File: config.mk
export PLATFORM = sky130hd
export DESIGN_NAME = seg7_scan_driver_flat
export DESIGN_NICKNAME = d
export VERILOG_FILES = /design/src/rtl/seg7_scan_driver_pkg.sv /design/src/rtl/seg7_scan_driver_if.sv /design/src/rtl/seg7_scan_driver_hex_to_seg7.sv /design/src/rtl/seg7_scan_driver.sv /design/src/flat_wrapper.sv
export SDC_FILE = /design/constraint.sdc
export NUM_CORES = 1
export LEC_CHECK = 0
export CORE_MARGIN = 4
export CORE_UTILIZATION = 57
export DETAILED_ROUTE_END_ITERATION = 16
export GPL_TIMING_DRIVEN = 0
export PLACE_DENSITY = 0.94
export SLEW_MARGIN = 20
export SYNTH_ARGS = -nofsm -noshare
export SYNTH_HDL_FRONTEND = slang
export SYNTH_SLANG_ARGS = --single-unit
File: constraint.sdc
create_clock -name clk_i -period 4.7 [get_ports clk_i]
set_input_delay 0.94 -clock clk_i [delete_from_list [all_inputs] [get_ports clk_i]]
set_output_delay 0.94 -clock clk_i [all_outputs]
set_load 0.1 [all_outputs]
File: src/rtl/seg7_scan_driver_pkg.sv
// Shared constants, types and the hex-to-segment lookup for the
// seven-segment scan driver.
package seg7_scan_driver_pkg;

  localparam int NUM_DIGITS = 8;
  localparam int NIB_W      = 4;
  localparam int DATA_W     = NUM_DIGITS * NIB_W;

  // Segment bit positions inside the 7-bit segment vector.
  localparam int SEG_A = 0;
  localparam int SEG_B = 1;
  localparam int SEG_C = 2;
  localparam int SEG_D = 3;
  localparam int SEG_E = 4;
  localparam int SEG_F = 5;
  localparam int SEG_G = 6;
  localparam int SEG_W = SEG_G + 1;

  // Phase within one digit slot.
  typedef enum logic {
    PH_SHOW  = 1'b0,
    PH_BLANK = 1'b1
  } phase_e;

  // Active-high segment pattern for one hex nibble (bit 0 = a ... bit 6 = g).
  function automatic logic [SEG_W-1:0] hex_to_seg(input logic [NIB_W-1:0] nib);
    logic [SEG_W-1:0] s;
    case (nib)
      4'h0:    s = 7'h3F;
      4'h1:    s = 7'h06;
      4'h2:    s = 7'h5B;
      4'h3:    s = 7'h4F;
      4'h4:    s = 7'h66;
      4'h5:    s = 7'h6D;
      4'h6:    s = 7'h7D;
      4'h7:    s = 7'h07;
      4'h8:    s = 7'h7F;
      4'h9:    s = 7'h6F;
      4'hA:    s = 7'h77;
      4'hB:    s = 7'h7C;
      4'hC:    s = 7'h39;
      4'hD:    s = 7'h5E;
      4'hE:    s = 7'h79;
      4'hF:    s = 7'h71;
      default: s = 7'h00;
    endcase
    return s;
  endfunction

endpackage

File: src/rtl/seg7_scan_driver_if.sv
// Display-side bundle: the PIO word and controls in, the LED pins out.
interface seg7_scan_driver_if;
  import seg7_scan_driver_pkg::*;

  logic [DATA_W-1:0]     disp_data;
  logic [NUM_DIGITS-1:0] dp_mask;
  logic                  blank_lz;
  logic [SEG_W-1:0]      seg;
  logic                  dp;
  logic [NUM_DIGITS-1:0] dig;
  logic                  frame_tick;

  // Upstream side (PIO / bench) drives the word and watches the pins.
  modport master (
    output disp_data, dp_mask, blank_lz,
    input  seg, dp, dig, frame_tick
  );

  // The scan driver itself.
  modport slave (
    input  disp_data, dp_mask, blank_lz,
    output seg, dp, dig, frame_tick
  );

endinterface

File: src/rtl/seg7_scan_driver_hex_to_seg7.sv
// Combinational nibble to active-high seven-segment pattern.
module hex_to_seg7
  import seg7_scan_driver_pkg::*;
(
  input  logic [NIB_W-1:0] nibble_i,
  output logic [SEG_W-1:0] seg_o
);

  // Pure table lookup; the shared function keeps the table in one place.
  always_comb begin
    seg_o = hex_to_seg(nibble_i);
  end

endmodule

File: src/rtl/seg7_scan_driver.sv
// Eight-digit multiplexed seven-segment driver with frame-latched shadow
// registers, leading-zero blanking and an anti-ghosting blank interval.
module seg7_scan_driver
  import seg7_scan_driver_pkg::*;
#(
  parameter int CLK_HZ         = 50_000_000,
  parameter int SCAN_HZ        = 1000,
  parameter int BLANK_CYCLES   = 50,
  parameter bit SEG_ACTIVE_LOW = 1'b1,
  parameter bit DIG_ACTIVE_LOW = 1'b1
) (
  input  logic               clk_i,
  input  logic               reset_i,
  seg7_scan_driver_if.slave  disp_if
);

  localparam int DIV   = CLK_HZ / SCAN_HZ;
  // One extra count of headroom so the show threshold never aliases.
  localparam int CNT_W = $clog2(DIV + 1);

  localparam logic [CNT_W-1:0]      CNT_LAST = CNT_W'(DIV - 1);
  localparam logic [CNT_W-1:0]      CNT_SHOW = CNT_W'(DIV - BLANK_CYCLES);
  localparam logic [2:0]            IDX_LAST = 3'd7;
  localparam logic [NUM_DIGITS-1:0] DIG_ONE  = {{(NUM_DIGITS-1){1'b0}}, 1'b1};
  localparam logic [SEG_W-1:0]      SEG_INV  = {SEG_W{SEG_ACTIVE_LOW}};
  localparam logic [NUM_DIGITS-1:0] DIG_INV  = {NUM_DIGITS{DIG_ACTIVE_LOW}};

  logic [CNT_W-1:0]      cnt_q, cnt_d;
  logic [2:0]            idx_q, idx_d;
  logic [DATA_W-1:0]     shadow_data_q, shadow_data_d;
  logic [NUM_DIGITS-1:0] shadow_dp_q, shadow_dp_d;
  logic                  frame_tick_q, frame_tick_d;
  logic [SEG_W-1:0]      seg_q, seg_d;
  logic                  dp_q, dp_d;
  logic [NUM_DIGITS-1:0] dig_q, dig_d;

  logic                  slot_end_s;
  logic                  reload_s;
  phase_e                phase_s;
  logic [NIB_W-1:0]      nibble_s;
  logic [SEG_W-1:0]      lut_seg_s;
  logic [NUM_DIGITS-1:0] lz_mask_s;
  logic                  zero_run_s;
  logic [SEG_W-1:0]      seg_log_s;
  logic                  dp_log_s;
  logic [NUM_DIGITS-1:0] dig_log_s;

  assign nibble_s = shadow_data_q[{idx_q, 2'b00} +: NIB_W];

  hex_to_seg7 u_lut (
    .nibble_i (nibble_s),
    .seg_o    (lut_seg_s)
  );

  // Slot/digit counters and the end-of-frame shadow reload.
  always_comb begin
    slot_end_s    = (cnt_q == CNT_LAST);
    reload_s      = slot_end_s && (idx_q == IDX_LAST);
    cnt_d         = cnt_q + CNT_W'(1);
    idx_d         = idx_q;
    shadow_data_d = shadow_data_q;
    shadow_dp_d   = shadow_dp_q;
    if (slot_end_s) begin
      cnt_d = '0;
      idx_d = idx_q + 3'd1;
    end else begin
      cnt_d = cnt_q + CNT_W'(1);
      idx_d = idx_q;
    end
    if (reload_s) begin
      shadow_data_d = disp_if.disp_data;
      shadow_dp_d   = disp_if.dp_mask;
    end else begin
      shadow_data_d = shadow_data_q;
      shadow_dp_d   = shadow_dp_q;
    end
    frame_tick_d = reload_s;
  end

  // Leading-zero mask: bit i set when nibbles 7..i of the shadow are all
  // zero; digit 0 always stays visible so a zero word shows one "0".
  always_comb begin
    lz_mask_s  = '0;
    zero_run_s = 1'b1;
    for (int i = NUM_DIGITS - 1; i >= 1; i--) begin
      zero_run_s   = zero_run_s & (shadow_data_q[i*NIB_W +: NIB_W] == 4'h0);
      lz_mask_s[i] = zero_run_s;
    end
  end

  // Logical pin values for the current slot phase, then pin polarity.
  always_comb begin
    phase_s   = (cnt_q < CNT_SHOW) ? PH_SHOW : PH_BLANK;
    seg_log_s = '0;
    dp_log_s  = 1'b0;
    dig_log_s = '0;
    case (phase_s)
      PH_SHOW: begin
        seg_log_s = lut_seg_s;
        dp_log_s  = shadow_dp_q[idx_q];
        if (disp_if.blank_lz && lz_mask_s[idx_q]) begin
          dig_log_s = '0;
        end else begin
          dig_log_s = DIG_ONE << idx_q;
        end
      end
      PH_BLANK: begin
        seg_log_s = '0;
        dp_log_s  = 1'b0;
        dig_log_s = '0;
      end
      default: begin
        seg_log_s = '0;
        dp_log_s  = 1'b0;
        dig_log_s = '0;
      end
    endcase
    seg_d = seg_log_s ^ SEG_INV;
    dp_d  = dp_log_s ^ SEG_ACTIVE_LOW;
    dig_d = dig_log_s ^ DIG_INV;
  end

  // State and output registers; reset parks every pin at its inactive level.
  always_ff @(posedge clk_i) begin
    if (reset_i) begin
      cnt_q         <= '0;
      idx_q         <= 3'd0;
      shadow_data_q <= '0;
      shadow_dp_q   <= '0;
      frame_tick_q  <= 1'b0;
      seg_q         <= SEG_INV;
      dp_q          <= SEG_ACTIVE_LOW;
      dig_q         <= DIG_INV;
    end else begin
      cnt_q         <= cnt_d;
      idx_q         <= idx_d;
      shadow_data_q <= shadow_data_d;
      shadow_dp_q   <= shadow_dp_d;
      frame_tick_q  <= frame_tick_d;
      seg_q         <= seg_d;
      dp_q          <= dp_d;
      dig_q         <= dig_d;
    end
  end

  assign disp_if.seg        = seg_q;
  assign disp_if.dp         = dp_q;
  assign disp_if.dig        = dig_q;
  assign disp_if.frame_tick = frame_tick_q;

endmodule
File: src/flat_wrapper.sv
// flat-port wrapper written by rule: the top's interface ports become plain ports
module seg7_scan_driver_flat import seg7_scan_driver_pkg::*;
#(
  parameter int CLK_HZ         = 50_000_000,
  parameter int SCAN_HZ        = 1000,
  parameter int BLANK_CYCLES   = 50,
  parameter bit SEG_ACTIVE_LOW = 1'b1,
  parameter bit DIG_ACTIVE_LOW = 1'b1
)
  (clk_i, reset_i, disp_if_disp_data, disp_if_dp_mask, disp_if_blank_lz, disp_if_seg, disp_if_dp, disp_if_dig, disp_if_frame_tick);
  seg7_scan_driver_if disp_if_i ();
  input  logic clk_i;
  input  logic reset_i;
  input wire logic [$bits(disp_if_i.disp_data)-1:0] disp_if_disp_data;
  input wire logic [$bits(disp_if_i.dp_mask)-1:0] disp_if_dp_mask;
  input wire logic [$bits(disp_if_i.blank_lz)-1:0] disp_if_blank_lz;
  output wire logic [$bits(disp_if_i.seg)-1:0] disp_if_seg;
  output wire logic [$bits(disp_if_i.dp)-1:0] disp_if_dp;
  output wire logic [$bits(disp_if_i.dig)-1:0] disp_if_dig;
  output wire logic [$bits(disp_if_i.frame_tick)-1:0] disp_if_frame_tick;
  assign disp_if_i.disp_data = disp_if_disp_data;
  assign disp_if_i.dp_mask = disp_if_dp_mask;
  assign disp_if_i.blank_lz = disp_if_blank_lz;
  assign disp_if_seg = disp_if_i.seg;
  assign disp_if_dp = disp_if_i.dp;
  assign disp_if_dig = disp_if_i.dig;
  assign disp_if_frame_tick = disp_if_i.frame_tick;
  seg7_scan_driver #(.CLK_HZ(CLK_HZ), .SCAN_HZ(SCAN_HZ), .BLANK_CYCLES(BLANK_CYCLES), .SEG_ACTIVE_LOW(SEG_ACTIVE_LOW), .DIG_ACTIVE_LOW(DIG_ACTIVE_LOW)) u_core (.clk_i(clk_i), .reset_i(reset_i), .disp_if(disp_if_i));
endmodule
==> flow_summary.toml <==
[logic_synthesis]
syn_area_per_cell_um2 = 9.10
yosysUniqueCellTypes = 43
synth_most_common_cell = "nand2_1"
synth_edf_count = 0
synth_commonest_cells = "nand2_1 (79), dfxtp_1 (76), nor2_1 (26)"
ys_seq_elements = 76
synth_area_leaders = "dfxtp_1 (43%), nand2_1 (8.3%), mux4_2 (5.1%), a21oi_2 (4.9%), ha_1 (4.6%)"
syn-instance-count = 391
synth_nets = 447
yosysSeqAreaShare = 0.428
synth_flop_cell = "dfxtp_1"
yosysWarningCount = 0
netlist_area_um2 = 3560
synth_top_area_frac = 0.428
async_reset_ff_frac = 0
yosysTopAreaCell = "dfxtp_1"

[timing]
period_needed_ns = 2.74
finalSetupViolCount = 0
skew_ns = 0.00785
hold_viol_final = 0
finalCritPeriodShare = 0.582
worst_slack_ns = 1.96
tightest_slew_ns = 0.972
slew_viol_final = 0
relSlewSlack = 0.350
tns_ns = 0
rsz0062_at_grt = "no"
worst_hold_slack_ns = 0.455
fmax_mhz = 366

[floorplan]
core_um2 = 5990
start_util = 0.594
ios = 60
die_y_um = 87.0
die_area_um2 = 7570
die_w_um = 87.0
rows = 28

[route]
num_vias = 3074
ant_nets = 0
routedWlPerCell_um = 15.5
route.detailed.drc = 0
drt-initial-drc-count = 203
drt_first_pass_iters = 5
routed_wl_mm = 8.38
viasPerCell = 5.69

[critical_path]
critPathBufInv = 1
slowest_delay_ns = 1.12
cp_data_arrival_time_ns = 1.80
path_class = "reg2out"
r2r_start = "u_core.idx_q[1]$_SDFFE_PP0P_"
cp-end-kind = "output pin"
path_cells = "clkdlybuf4s50_1"
cp-start-kind = "register"
crit_start = "u_core.disp_if.dig[0]$_SDFF_PP1_"
cp_slowest_cell = "clkdlybuf4s50_1"
crit_family = "buffers and inverters"
critical_path.max_fanout = 1
cp.required_ns = 3.76

[job]
cap_violations = 0

[global_route]
antenna_found_initial = 0
use_met2 = 0.400
grt_use_met1 = 0.268
grt_pass1_vias = 2996
grt-busiest-layer = "met2"
grt_pass1_wl_mm = 13.8
use_met3 = 0.0492
grt_max_degree = 13
grt_overflow = 0
track_usage = 0.234

[worst_hold_path]
hold_class = "reg2reg"
worstHoldStart = "u_core.shadow_data_q[2]$_SDFFE_PP0P_"

[pwr]
clockPowerShare = 0.417
cellPowerDensity_nw_per_um2 = 286
p_sw_uw = 282
power.share.switching = 0.222
power.leakage_uw = 0.00159
peakVddDrop_mv = 0.280
combPwrFrac = 0.070
p_seq_frac = 0.513
internal_power_uw = 991

[place]
dp_slack_ns = 2.11
hpwl_mm = 6.29
gp_congestion = 0.849
portBuffers = 58

[clocking]
numCtsBuffers = 9
cts.hold.buffers_added = 0
post_cts_buffers = 0
h-tree-depth = 3
clk_pin_slew_ns = 0.07
tritoncts = "built"
clk_latency_ns = 0.35
cts.repair.resized = 0
cts.path.max_buffers = 2
root_buffer = "clkbuf_8"
clock_sinks = 76

[layout]
n_antenna_cell = 0
drive_above_1_share = 0.176
n_fill_cell = 417
layout.nets = 516
area_growth_syn_to_layout_pct = 24.8

[outcome]
outcome = "finished, final reports clean"
## cell families (layout without fill, tap and decap cells)
family	after synthesis	in the layout	share of synthesized area
and+or+nand+nor	168	168	0.223
DFF	76	76	0.428
AOI/OAI and AO/OA	65	65	0.128
buffers and inverters	33	107	0.0499
muxes	21	21	0.0890
xor gates and xnor gates	15	15	0.0369
adders and majority gates	13	13	0.0457
## path summary, 6_finish.rpt
path	to	slack [ns]	depth (start not counted)
worst max-delay path	disp_if_dig[0]	1.96	1
worst min-delay path	u_core.shadow_data_q[2]$_SDFFE_PP0P_	0.46	2
worst max register to register	u_core.disp_if.seg[3]$_SDFF_PP1_	2.03	8
worst min register to register	u_core.shadow_data_q[2]$_SDFFE_PP0P_	0.46	2
## per-stage QoR
stage          total power [uW]   util  area, um^2  cells
6_report                   1270  0.741        4440    540
2_1_floorplan               708      -        3560    391
3_5_place_dp                756  0.707        4230    524
5_1_grt                    1310  0.741        4440    540
4_1_cts                    1270  0.741        4440    540
3_3_place_gp                754  0.707        4230    524
## routing by layer
metal,up-vias,routed length [um],part of all wire
met5,-,0,0
met3,29,540,0.064
met4,0,268,0.032
met2,136,4080,0.49
li1,1485,-,-
met1,1424,3490,0.42
## power groups by stage
stage	registers [uW]	logic [uW]	clock network (uW)
finish	652	89.1	531
global route	653	93.1	560
CTS	652	89.3	532
detailed placement	667	88.9	0
global placement	667	87.2	0
floorplan	690	18.0	0
## cell usage in the layout (no fill, tap or decap), types with 2 or more instances in the layout
| master | n |
|---|---|
| nand3_1 | 12 |
| ha_1 | 13 |
| mux4_2 | 8 |
| nand2b_1 | 2 |
| buf_2 | 6 |
| clkbuf_8 | 9 |
| xnor2_1 | 7 |
| a21oi_2 | 20 |
| mux2i_1 | 8 |
| buf_6 | 2 |
| and3_1 | 3 |
| a21oi_1 | 23 |
| nor2_1 | 26 |
| nand4_1 | 9 |
| dfxtp_1 | 76 |
| buf_4 | 2 |
| buf_8 | 2 |
| nor3_1 | 3 |
| clkdlybuf4s50_1 | 58 |
| inv_1 | 10 |
| mux2_2 | 5 |
| bufinv_16 | 2 |
| xor2_1 | 8 |
| o22ai_1 | 2 |
| nand2_2 | 20 |
| o21ai_0 | 7 |
| clkbuf_1 | 12 |
| o221ai_1 | 5 |
| nand2_1 | 79 |
| nor4_1 | 8 |
## tightest hold or removal path: stages (launching register included)
cell	delay [ns]
dfxtp_1	0.31
nand2_1	0.05
a21oi_1	0.05
## flip-flops by register name, summed over array words and instances (netlist names)
name and flops:
u_core.disp_if.seg 7, u_core.disp_if.dp 1, u_core.cnt_q 16, u_core.disp_if.dig 8, u_core.disp_if.frame_tick 1, u_core.shadow_data_q 32, u_core.shadow_dp_q 8, u_core.idx_q 3
## layout make-up
| class | count | area (um^2) | area share |
|---|---|---|---|
| Timing Repair Buffer | 58 | 581 | 0.131 |
| Clock inverter | 4 | 73.8 | 0.0166 |
| Clock buffer | 12 | 135 | 0.0304 |
| Tap cell | 75 | 93.8 | 0.0211 |
| Inverter | 11 | 41.3 | 0.00930 |
| Sequential cell | 76 | 1520 | 0.343 |
| Buffer | 22 | 136 | 0.0307 |
| Multi-Input combinational cell | 282 | 1860 | 0.419 |
(Power assumes the default switching activity.)
